--- src/rtl/mm_pkg.sv ---
// Shared constants and types for the mm_ctrl result drain path.
package mm_pkg;

    localparam int N_ENTRIES  = 1024;
    localparam int ACC_W      = 24;
    localparam int OUT_LANES  = 4;
    localparam int FIFO_DEPTH = 2;

    localparam int ADDR_W = $clog2(N_ENTRIES);
    localparam int LANE_W = (OUT_LANES > 1) ? $clog2(OUT_LANES) : 1;
    localparam int CNT_W  = $clog2(FIFO_DEPTH + 1);
    localparam int BEAT_W = OUT_LANES * ACC_W;

    typedef enum logic [1:0] {
        IDLE  = 2'd0,
        READ  = 2'd1,
        FLUSH = 2'd2
    } drain_state_e;

    typedef logic [OUT_LANES-1:0][ACC_W-1:0] beat_t;

    // Lane an accumulator address lands in; lowest address goes to lane 0.
    function automatic logic [LANE_W-1:0] laneOf(input logic [ADDR_W-1:0] addr);
        return (OUT_LANES > 1) ? addr[LANE_W-1:0] : '0;
    endfunction

endpackage

--- src/rtl/mm_beat_fifo.sv ---
// Small synchronous FIFO for packed output beats. A push into a full FIFO is
// accepted when a pop happens in the same cycle.
module mm_beat_fifo #(
    parameter int WIDTH = 8,
    parameter int DEPTH = 2
) (
    input  logic                       i_clk,
    input  logic                       i_rst_n,
    input  logic                       i_push,
    input  logic [WIDTH-1:0]           i_data,
    input  logic                       i_pop,
    output logic [WIDTH-1:0]           o_data,
    output logic                       o_full,
    output logic                       o_empty,
    output logic [$clog2(DEPTH+1)-1:0] o_count
);

    localparam int PTR_W = (DEPTH > 1) ? $clog2(DEPTH) : 1;
    localparam int CNT_W = $clog2(DEPTH + 1);

    logic [WIDTH-1:0] mem_q [DEPTH];
    logic [PTR_W-1:0] wrPtr_q, wrPtr_d;
    logic [PTR_W-1:0] rdPtr_q, rdPtr_d;
    logic [CNT_W-1:0] count_q, count_d;
    logic             pushOk, popOk;

    // Pointers wrap modulo DEPTH, so DEPTH need not be a power of two.
    function automatic logic [PTR_W-1:0] nextPtr(input logic [PTR_W-1:0] ptr);
        return (ptr == PTR_W'(DEPTH - 1)) ? '0 : ptr + 1'b1;
    endfunction

    assign o_empty = (count_q == '0);
    assign o_full  = (count_q == CNT_W'(DEPTH));
    assign o_count = count_q;
    assign o_data  = mem_q[rdPtr_q];

    // Accept pops only when non-empty and pushes when there is room after the pop.
    always_comb begin
        popOk   = i_pop && !o_empty;
        pushOk  = i_push && (!o_full || popOk);
        wrPtr_d = pushOk ? nextPtr(wrPtr_q) : wrPtr_q;
        rdPtr_d = popOk ? nextPtr(rdPtr_q) : rdPtr_q;
        count_d = count_q;
        if (pushOk && !popOk) begin
            count_d = count_q + 1'b1;
        end else if (popOk && !pushOk) begin
            count_d = count_q - 1'b1;
        end
    end

    // Pointer and occupancy registers.
    always_ff @(posedge i_clk) begin
        if (!i_rst_n) begin
            wrPtr_q <= '0;
            rdPtr_q <= '0;
            count_q <= '0;
        end else begin
            wrPtr_q <= wrPtr_d;
            rdPtr_q <= rdPtr_d;
            count_q <= count_d;
        end
    end

    // Beat storage; contents are only meaningful while counted as occupied.
    always_ff @(posedge i_clk) begin
        if (pushOk) begin
            mem_q[wrPtr_q] <= i_data;
        end
    end

endmodule

--- src/rtl/mm_out_drain.sv ---
// Drains the accumulator register file after a tile completes and packs
// OUT_LANES results per beat into a valid/ready stream. A new beat is only
// opened when the FIFO plus beats still being assembled leave a free slot,
// so returning read data always has somewhere to go.
module mm_out_drain
    import mm_pkg::*;
(
    input  logic              i_clk,
    input  logic              i_rst_n,
    input  logic              i_tile_done,
    output logic              o_acc_ren,
    output logic [ADDR_W-1:0] o_acc_raddr,
    input  logic [ACC_W-1:0]  i_acc_rdata,
    output logic              o_valid,
    output logic [BEAT_W-1:0] o_data,
    output logic              o_last,
    input  logic              i_ready,
    output logic              o_busy,
    output logic              o_drain_done,
    output logic              o_overrun
);

    localparam int                SUM_W     = CNT_W + 1;
    localparam logic [ADDR_W-1:0] LAST_ADDR = ADDR_W'(N_ENTRIES - 1);
    localparam logic [LANE_W-1:0] LAST_LANE = LANE_W'(OUT_LANES - 1);

    drain_state_e      state_q, state_d;
    logic [ADDR_W-1:0] addr_q, addr_d;
    logic              rdValid_q, rdLast_q;
    logic [LANE_W-1:0] rdLane_q;
    beat_t             lanes_q, lanes_d, pushBeat;
    logic [CNT_W-1:0]  pend_q, pend_d;
    logic              overrun_q, overrun_d;
    logic              done_q, done_d;
    logic              readEn, openBeat;
    logic              fifoPush, fifoPop, fifoFull, fifoEmpty, headLast;
    logic [CNT_W-1:0]  fifoCount;
    logic [SUM_W-1:0]  reserved;
    logic [BEAT_W:0]   fifoIn, fifoOut;

    assign reserved = {1'b0, fifoCount} + {1'b0, pend_q};
    assign fifoPop  = !fifoEmpty && i_ready;
    assign openBeat = readEn && (laneOf(addr_q) == '0);
    assign headLast = fifoOut[BEAT_W];
    assign fifoIn   = {rdLast_q, pushBeat};

    // Sequencer: tile start, read issue, flush completion and overrun tracking.
    always_comb begin
        state_d   = state_q;
        addr_d    = addr_q;
        done_d    = 1'b0;
        overrun_d = overrun_q;
        readEn    = 1'b0;
        if (i_tile_done && ((state_q != IDLE) || done_q)) begin
            overrun_d = 1'b1;
        end
        case (state_q)
            IDLE: begin
                if (i_tile_done && !done_q) begin
                    state_d = READ;
                    addr_d  = '0;
                end
            end
            READ: begin
                readEn = !fifoFull &&
                         ((laneOf(addr_q) != '0) || (reserved < SUM_W'(FIFO_DEPTH)));
                if (readEn) begin
                    if (addr_q == LAST_ADDR) begin
                        state_d = FLUSH;
                    end else begin
                        addr_d = addr_q + 1'b1;
                    end
                end
            end
            FLUSH: begin
                if (fifoPop && headLast) begin
                    state_d = IDLE;
                    done_d  = 1'b1;
                end
            end
            default: state_d = IDLE;
        endcase
    end

    // Lane assembly from returning read data and outstanding-beat bookkeeping.
    always_comb begin
        pushBeat = lanes_q;
        fifoPush = 1'b0;
        if (rdValid_q) begin
            pushBeat[rdLane_q] = i_acc_rdata;
            fifoPush           = (rdLane_q == LAST_LANE);
        end
        lanes_d = pushBeat;
        pend_d  = pend_q;
        if (openBeat && !fifoPush) begin
            pend_d = pend_q + 1'b1;
        end else if (fifoPush && !openBeat) begin
            pend_d = pend_q - 1'b1;
        end
    end

    // State registers; reset also drops any read still in flight.
    always_ff @(posedge i_clk) begin
        if (!i_rst_n) begin
            state_q   <= IDLE;
            addr_q    <= '0;
            rdValid_q <= 1'b0;
            rdLane_q  <= '0;
            rdLast_q  <= 1'b0;
            lanes_q   <= '0;
            pend_q    <= '0;
            overrun_q <= 1'b0;
            done_q    <= 1'b0;
        end else begin
            state_q   <= state_d;
            addr_q    <= addr_d;
            rdValid_q <= readEn;
            rdLane_q  <= laneOf(addr_q);
            rdLast_q  <= (addr_q == LAST_ADDR);
            lanes_q   <= lanes_d;
            pend_q    <= pend_d;
            overrun_q <= overrun_d;
            done_q    <= done_d;
        end
    end

    mm_beat_fifo #(
        .WIDTH (BEAT_W + 1),
        .DEPTH (FIFO_DEPTH)
    ) u_fifo (
        .i_clk   (i_clk),
        .i_rst_n (i_rst_n),
        .i_push  (fifoPush),
        .i_data  (fifoIn),
        .i_pop   (fifoPop),
        .o_data  (fifoOut),
        .o_full  (fifoFull),
        .o_empty (fifoEmpty),
        .o_count (fifoCount)
    );

    assign o_acc_ren    = readEn;
    assign o_acc_raddr  = addr_q;
    assign o_valid      = !fifoEmpty;
    assign o_data       = fifoEmpty ? '0 : fifoOut[BEAT_W-1:0];
    assign o_last       = !fifoEmpty && headLast;
    assign o_busy       = (state_q != IDLE);
    assign o_drain_done = done_q;
    assign o_overrun    = overrun_q;

endmodule
--- config.mk ---
export PLATFORM = sky130hd
export DESIGN_NAME = mm_out_drain
export DESIGN_NICKNAME = d
export VERILOG_FILES = /design/src/rtl/mm_pkg.sv /design/src/rtl/mm_beat_fifo.sv /design/src/rtl/mm_out_drain.sv
export SDC_FILE = /design/constraint.sdc
export NUM_CORES = 1
export LEC_CHECK = 0
export CORE_MARGIN = 5
export CORE_UTILIZATION = 34
export DETAILED_ROUTE_END_ITERATION = 7
export GPL_TIMING_DRIVEN = 0
export SLEW_MARGIN = 20
export SYNTH_ARGS = -nofsm -noshare
export SYNTH_HDL_FRONTEND = slang
export SYNTH_SLANG_ARGS = --single-unit
--- constraint.sdc ---
create_clock -name i_clk -period 14.6 [get_ports i_clk]
set_clock_uncertainty 0.05 [all_clocks]
set_input_delay 2.92 -clock i_clk [delete_from_list [all_inputs] [get_ports i_clk]]
set_output_delay 2.92 -clock i_clk [all_outputs]
set_load 0.01 [all_outputs]
==> summary by stage <==
Final layout
The number of fillers in the final layout is 3344. The area of combinational cells with multiple inputs is 0.00377 mm2. 0 antenna diodes ended up in the layout. The share of post-route cells with drive strength above 1 is 17.6%. The area growth from synthesis to final layout is 26.3%. After the flow finishes, the layout carries non-filler instances totaling around 1500. The sequential cells in the finished layout cover a total of 0.00825 mm2. The final layout contains 1080 nets.

Synth
The portion of the post-synthesis area used by sequential elements is 67.3%. Counting distinct cell types in the post-synthesis netlist gives 49. Ranked by total cell area, the synthesized netlist is headed by sky130_fd_sc_hd__edfxtp_1, sky130_fd_sc_hd__dfxtp_1, sky130_fd_sc_hd__mux2_2, sky130_fd_sc_hd__mux2i_1, sky130_fd_sc_hd__and2_1. In the synthesized netlist the dominant register cell turns out to be sky130_fd_sc_hd__edfxtp_1. The total number of yosys warnings is 0. The cell area after synthesis is 0.0123 mm2. The number of storage elements in the synthesis netlist is between 300 and 400. The area share of the largest cell type after synthesis is 47.5%. A synthesized cell averages around 14 um2.

The total nets after synthesis is 898. Of all cell types, the one taking the most synthesized area is sky130_fd_sc_hd__edfxtp_1. In the synthesized netlist the async set-or-reset flop fraction comes to 0%.

The number of enable flip-flop cells after synthesis is 194. The synthesized netlist cell count is 865.

Die
The number of primary I/O pins is between 100 and 150. The floorplan step defined a die boundary enclosing 0.0400 mm2. The die height is 200 um. In this run the core area contains 69 standard-cell rows. The die is between 150 and 200 um wide. The core outline area is 0.0356 mm2. For this configuration, the core starts out at a cell density of 34.5%.

Clocking
Clock tree synthesis found a total of 315 sinks. The post-CTS clock slew at the launch and capture registers of the worst setup and hold paths is 0.06 ns. After clock tree synthesis, the flow added hold-fix buffers numbering 0. The clock passes through at most 3 buffers. TritonCTS built the clock tree. The H-tree was split into 2 levels.

Once the clock tree was built, the resizer swapped 0 gates to a different size. The TritonCTS buffer count is 34. The worst-skew pair later-pin latency is 0.50 ns. The total setup buffers inserted after CTS is 0. The tree is rooted in a sky130_fd_sc_hd__clkbuf_16.

Power and ir drop
Registers are responsible for a little under half of the overall power. The switching power share of the total is 24.0%. In this run the power density over the cells is 136 mW/mm2. The combinational share of power is 14.8%.

The clock group share of total power is 39.3%. The design draws 0.00211 W. VDD sags by at most 0.0000649 V.

The internal power is 0.00160 W. In this run the static leakage power is ~5.4 nW. In this run the power spent charging and discharging nets is 0.000506 W.

Route
In the routed layout, each cell is associated on average with a via count of ~4.6. The detailed-routing iteration count for the pre-antenna-repair pass is 4. The detailed router placed 7112 vias in this run. The number of DRC violations after detailed routing is 0. After detailed routing, the average wire length per cell comes to 19.2 um.

For this block, the initial DRC count from the detailed router was 300. Once detail routing completed, the nets flagged for antenna violations numbered 0. For this block, the routed nets add up to 29.4 mm of wire.

Timing
For the pin with the worst max-slew slack, the measured transition is roughly 0.85 ns. The final number of hold-violating endpoints is 0. Headroom to the max-slew limit came out at 43.3%. The final-report max-slew violation count is 0. Derived from the worst setup path, the maximum achievable clock frequency is 0.164 GHz.

For the finished layout, the period the worst path requires is 6.09 ns. The total negative setup slack is 0 ns. The share of the clock period used by the worst path is 41.7%. The setup-violating endpoint count in the final report is 0. Setup repair after global routing left no endpoint under its margin.

GRT
The pin count of the biggest net entering global routing is 35. After global routing the overflow that remains totals 0. The first global-routing pass estimated 44.0 mm of wire. The number of global-route vias before repair is 7238. The number of antenna violations at the first check in global routing is 0. Global routing used 14.6% of the available tracks across all layers.

Critical path
The count of cells along the worst register-to-register path is 7. The worst register-to-register path ends at u_fifo.mem_q[0][63]. The worst endpoint data arrival time is approximately 3.1 ns. The worst register-to-register path has a setup slack of 11.79 ns.

The origin of the critical flop-to-flop path is rdLane_q[0]. The biggest fanout along the worst timing path is 10. The required time of the critical path is 11.63 ns. The nature of the critical path startpoint is a flop.

By startpoint and endpoint, the worst setup path is classified as reg -> out. The endpoint type of the worst setup path is an output port.

Run
The max capacitance violation total is 0.

Placement
The half-perimeter wire length of the detailed placement result is just under 20 mm. Input and output buffers added on the ports amount to 139. In this run, placement finished with an instance count of 1472. The final weighted congestion in routability-driven placement is 0.822.

Worst hold path
The hold path endpoint is u_fifo.mem_q[1][96]. The hold path startpoint is rdLast_q. In this run the worst hold path is classified as reg -> reg.

Along the worst hold path, the cell count comes to 0.

Run status
The run finished with clean final reports.
## area by class of cell
type                            count  area share, %
Multi-Input combinational cell    494           24.4
Inverter                           10          0.242
Tap cell                          461           3.73
Clock buffer                       51           6.58
Sequential cell                   315           53.3
Buffer                             46           1.37
Clock inverter                      9          0.453
Timing Repair Buffer              146           9.99
## layout by cell type (no fill, tap or decap), types with 3 or more instances in the layout
cell,Yosys,layout
sky130_fd_sc_hd__clkbuf_1,22,32
sky130_fd_sc_hd__mux2_2,96,96
sky130_fd_sc_hd__nand2b_1,3,3
sky130_fd_sc_hd__or3_1,4,4
sky130_fd_sc_hd__o21ai_0,10,10
sky130_fd_sc_hd__dfxtp_1,121,121
sky130_fd_sc_hd__ha_1,4,4
sky130_fd_sc_hd__nor2_1,108,108
sky130_fd_sc_hd__clkbuf_16,0,37
sky130_fd_sc_hd__clkinv_2,0,8
sky130_fd_sc_hd__buf_12,0,5
sky130_fd_sc_hd__and2_1,99,98
sky130_fd_sc_hd__mux2i_1,98,98
sky130_fd_sc_hd__buf_4,5,5
sky130_fd_sc_hd__xor2_1,5,5
sky130_fd_sc_hd__a21oi_1,10,10
sky130_fd_sc_hd__inv_1,10,10
sky130_fd_sc_hd__clkdlybuf4s50_1,0,139
sky130_fd_sc_hd__buf_2,17,17
sky130_fd_sc_hd__nand3_1,4,4
sky130_fd_sc_hd__nand3b_1,4,4
sky130_fd_sc_hd__o311ai_0,3,3
sky130_fd_sc_hd__nor2b_1,4,3
sky130_fd_sc_hd__nor3_1,3,3
sky130_fd_sc_hd__clkbuf_8,0,4
sky130_fd_sc_hd__nand2_1,8,8
sky130_fd_sc_hd__edfxtp_1,194,194
## power by group through the flow
stage | registers (W) | logic, W | clock network (W)
after floorplan | 0.000985 | 0.000164 | 0
after global placement | 0.000986 | 0.000316 | 0
after detailed placement | 0.000986 | 0.000318 | 0
after CTS | 0.000967 | 0.000320 | 0.000851
after global routing | 0.000969 | 0.000340 | 0.000885
final | 0.000968 | 0.000311 | 0.000827
## cells in the mapped netlist (2+ instances only)
cell                         n
sky130_fd_sc_hd__edfxtp_1  194
sky130_fd_sc_hd__nand3b_1    4
sky130_fd_sc_hd__a21oi_1    10
sky130_fd_sc_hd__buf_4       5
sky130_fd_sc_hd__and2_1     99
sky130_fd_sc_hd__a311oi_1    2
sky130_fd_sc_hd__o311ai_0    3
sky130_fd_sc_hd__mux2i_1    98
sky130_fd_sc_hd__inv_1      10
sky130_fd_sc_hd__o21ai_0    10
sky130_fd_sc_hd__mux2_2     96
sky130_fd_sc_hd__nor3_1      3
sky130_fd_sc_hd__or3_1       4
sky130_fd_sc_hd__nand2_1     8
sky130_fd_sc_hd__nor2b_1     4
sky130_fd_sc_hd__dfxtp_1   121
sky130_fd_sc_hd__buf_2      17
sky130_fd_sc_hd__o32ai_1     2
sky130_fd_sc_hd__clkbuf_1   22
sky130_fd_sc_hd__or2_2       2
sky130_fd_sc_hd__buf_1       2
sky130_fd_sc_hd__nor4_1      2
sky130_fd_sc_hd__nand2b_1    3
sky130_fd_sc_hd__nor2_1    108
sky130_fd_sc_hd__ha_1        4
sky130_fd_sc_hd__a41oi_1     2
sky130_fd_sc_hd__xor2_1      5
sky130_fd_sc_hd__nand3_1     4
## worst max-delay path, stage by stage (launching register included)
cell and delay [ns]:
sky130_fd_sc_hd__dfxtp_1 0.29, sky130_fd_sc_hd__buf_4 0.15, sky130_fd_sc_hd__nor2_1 0.46, sky130_fd_sc_hd__buf_2 0.42
sky130_fd_sc_hd__buf_1 0.57, sky130_fd_sc_hd__nor2_1 0.20, sky130_fd_sc_hd__clkdlybuf4s50_1 0.53
## worst max path at each step
stage / slack, ns / from / end / cells after the start
final: 8.51 / u_fifo.o_count[0] / o_data[94] / 6
after global routing: 8.23 / u_fifo.o_count[0] / o_data[94] / 6
after CTS: 8.33 / u_fifo.o_count[0] / o_data[94] / 6
after detailed placement: 8.87 / u_fifo.o_count[0] / o_data[94] / 6
after global placement: 2.50 / i_ready / u_fifo.mem_q[0][81] / 4
after floorplan: 6.47 / i_ready / u_fifo.mem_q[0][0] / 3
## state kept, by name (all words and copies together) (netlist names), named ones only
signal / cells
u_fifo.mem_q: 194
lanes_q: 96
o_acc_raddr: 10
pend_q: 2
rdLane_q: 2
state_q: 2
u_fifo.o_count: 2
o_drain_done: 1
o_overrun: 1
rdLast_q: 1
rdValid_q: 1
u_fifo.rdPtr_q: 1
u_fifo.wrPtr_q: 1
## layer usage
| layer | track usage (%) | vias to the layer above | part of all wire, % |
|---|---|---|---|
| met5 | 0 | - | 0 |
| met2 | 24.5 | 136 | 48 |
| met3 | 3.12 | 36 | 5.9 |
| li1 | - | 3456 | - |
| met1 | 19.8 | 3484 | 44 |
| met4 | 3.40 | 0 | 1.6 |
## logic make-up (layout without fill, tap and decap cells)
family          count (synthesis)  after routing  share of synthesized area [%]
fa+ha+maj                       5              5                          0.572
xor+xnor                        6              6                          0.429
flops                         315            315                           67.3
compound gates                 37             37                           2.02
mux                           194            194                           16.8
simple gates                  252            252                           10.8
buf+inv                        56            262                           2.04
## through the flow
step	hold WS [ns]	utilization, %	area [um2]	setup WS, ns
CTS	0.389	43.5	15500	8.33
finish	0.389	43.5	15500	8.51
floorplan	0.354	-	12300	6.47
global placement	0.356	40.0	14200	2.50
global route	0.406	43.5	15500	8.23
detailed placement	0.374	40.5	14400	8.87
Note: power is estimated with default switching activity, not from simulation.
==> variant (same flow settings) <==
`N_ENTRIES`: 1024 -> 512.
--- a/src/rtl/mm_pkg.sv
+++ b/src/rtl/mm_pkg.sv
@@ -1,7 +1,7 @@
 // Shared constants and types for the mm_ctrl result drain path.
 package mm_pkg;
 
-    localparam int N_ENTRIES  = 1024;
+    localparam int N_ENTRIES  = 512;
     localparam int ACC_W      = 24;
     localparam int OUT_LANES  = 4;
     localparam int FIFO_DEPTH = 2;
Interface: changed (resized o_acc_raddr); port bits go from 140 to 139. No check against the original RTL was run, so the function may have changed too.
==> variant against the unedited design <==
  * Design area shrank 0.70%
  * Total power shrank 3.7%
  * Synthesized area shrank 1.1%
  * Final cell count shrank 0.26%
  * Core utilization shrank 0.095 points
  * Die area shrank 1.0%
  * Sequential power shrank 2%
  * First-iteration DRC count grew 6.7%
  * Routed wire length shrank 5.7%
  * Sequential cell count shrank 1
  * Setup slack lost 0.0084 ns
==> variant: results (changes against the unedited design) <==
stage,metric,value,unit,change
run_status,status,completed,,
synthesis,async_flop_share,0,%,unchanged
place,gp_congestion,0.812,,-1.1%
synthesis,ys_seq_area_share,67.8,%,+0.56 points
grt,grt_pass1_vias,7020,,-3.0%
sta,worst-slew-pin-transition,0.904,ns,+0.0529 ns
hold_path,min_path_cells,0,,unchanged
power,peakVddDrop,0.0000726,V,+12%
synthesis,ys_top_cells_by_area,"edfxtp_1 (48%), dfxtp_1 (20%), mux2_2 (8.7%)",,
clock_tree,clockBufferDepth,3,,unchanged
layout,instances_no_fill,1528,,-0.26%
hold_path,hp-class,reg2reg,,
synthesis,synth_fp_nets,892,,-0.67%
detailed_routing,firstDrtPassIters,4,,unchanged
synthesis,yosys_warnings,0,,unchanged
layout,largest_reg_flops,194,,unchanged
detailed_routing,dr.first_iter.drc_count,320,,+6.7%
place,detailedPlace.worstSlack,9.01,ns,+0.142 ns
worst_setup_path,cp_max_fo,10,,unchanged
grt,grt_util_all_layers,14.0,%,-0.62 points
detailed_routing,drt-total-wl,27.8,mm,-5.7%
layout,nNetsFinal,1074,,-0.56%
grt,grt_max_degree,49,,+40%
worst_setup_path,critPathMaxStageDelay,0.73,ns,+0.16 ns
clock_tree,postCtsSetupRepairBufs,0,,unchanged
synthesis,synth_cells,858,,-0.81%
place,port_buffers,138,,-0.72%
clock_tree,clk_pin_slew,0.06,ns,about the same
grt,antenna_found_initial,0,,unchanged
synthesis,synth_edf_count,194,,unchanged
place,post-dp-hpwl,18.8,mm,-4.0%
detailed_routing,vias_per_cell,4.61,,-0.80%
clock_tree,clk_latency,0.50,ns,about the same
synthesis,ys_types,43,,-12%
clock_tree,cts_resized,0,,unchanged
layout,layout-drive-gt1-share,17.2,%,-0.39 points
clock_tree,cts_buffers,35,,+2.9%
grt,grt_pass1_wl,42.4,mm,-3.7%
worst_setup_path,cp_slowest_cell,nor2_1,,
worst_setup_path,critPathArrivalTime,3.13,ns,about the same
synthesis,synth_common_cells,"edfxtp_1 (194), dfxtp_1 (120), nor2_1 (111)",,
power,p_sw,0.471,mW,-6.9%
power,p_leak,5.44,nW,-0.25%
clock_tree,root_buffer,clkbuf_16,,
layout,regMostFlops,u_fifo.mem_q,,
worst_setup_path,rr_worst_depth,9,,+2
layout,fillers,3277,,-2.0%
place,dpl_cell_area,14300,um2,-0.83%
clock_tree,h-tree-depth,2,,unchanged
-- variant: path summary, 6_finish.rpt --
check                    start             endpoint  slack, ns
max          u_fifo.o_count[0]           o_data[73]       8.50
min                   rdLast_q  u_fifo.mem_q[0][96]       0.38
max reg2reg  u_fifo.o_count[0]            pend_q[1]      11.78
min reg2reg           rdLast_q  u_fifo.mem_q[0][96]       0.38
-- variant: area by class of cell --
| class | instances | area share (%) |
|---|---|---|
| Clock buffer | 51 | 6.56 |
| Sequential cell | 314 | 53.5 |
| Buffer | 45 | 1.33 |
| Multi-Input combinational cell | 489 | 23.9 |
| Inverter | 10 | 0.244 |
| Tap cell | 461 | 3.75 |
| Clock inverter | 12 | 0.570 |
| Timing Repair Buffer | 145 | 10.1 |
| Antenna cell | 1 | 0.0163 |
-- variant: critical path, delay by kind of cell (launching register included) --
kind / cells / cell delay [ns]
buffers and inverters: 4 / 1.44
flip-flops: 1 / 0.29
AND/OR/NAND/NOR: 2 / 0.89
-- variant: stage by stage --
step	utilization (%)	hold WS [ns]	total power, mW
floorplan	-	0.354	1.09
global placement	39.8	0.358	1.22
detailed placement	40.3	0.367	1.22
CTS	43.4	0.381	2.06
global route	43.4	0.401	2.11
finish	43.4	0.378	2.03
-- variant: routing by layer --
metal | wire length, um | GRT usage, % | share of wire [%] | up-vias
met5 | 0 | 0 | 0 | -
met4 | 596 | 3.82 | 2.1 | 0
met3 | 1170 | 2.46 | 4.2 | 45
met2 | 13100 | 22.9 | 47 | 140
met1 | 12900 | 19.4 | 47 | 3438
li1 | - | - | - | 3414
-- variant: kinds of logic after synthesis --
group,synth area share (%)
muxes,17.0
and+or+nand+nor,10.6
xor gates and xnor gates,0.433
AOI/OAI and AO/OA,1.45
buffers and inverters,1.99
DFF,67.8
adders and majority gates,0.681
-- variant: power by group through the flow --
stage / combinational, mW / sequential (mW) / clock (mW)
finish: 0.248 / 0.949 / 0.831
global route: 0.270 / 0.950 / 0.891
CTS: 0.255 / 0.949 / 0.854
detailed placement: 0.254 / 0.968 / 0
global placement: 0.252 / 0.968 / 0
floorplan: 0.125 / 0.968 / 0
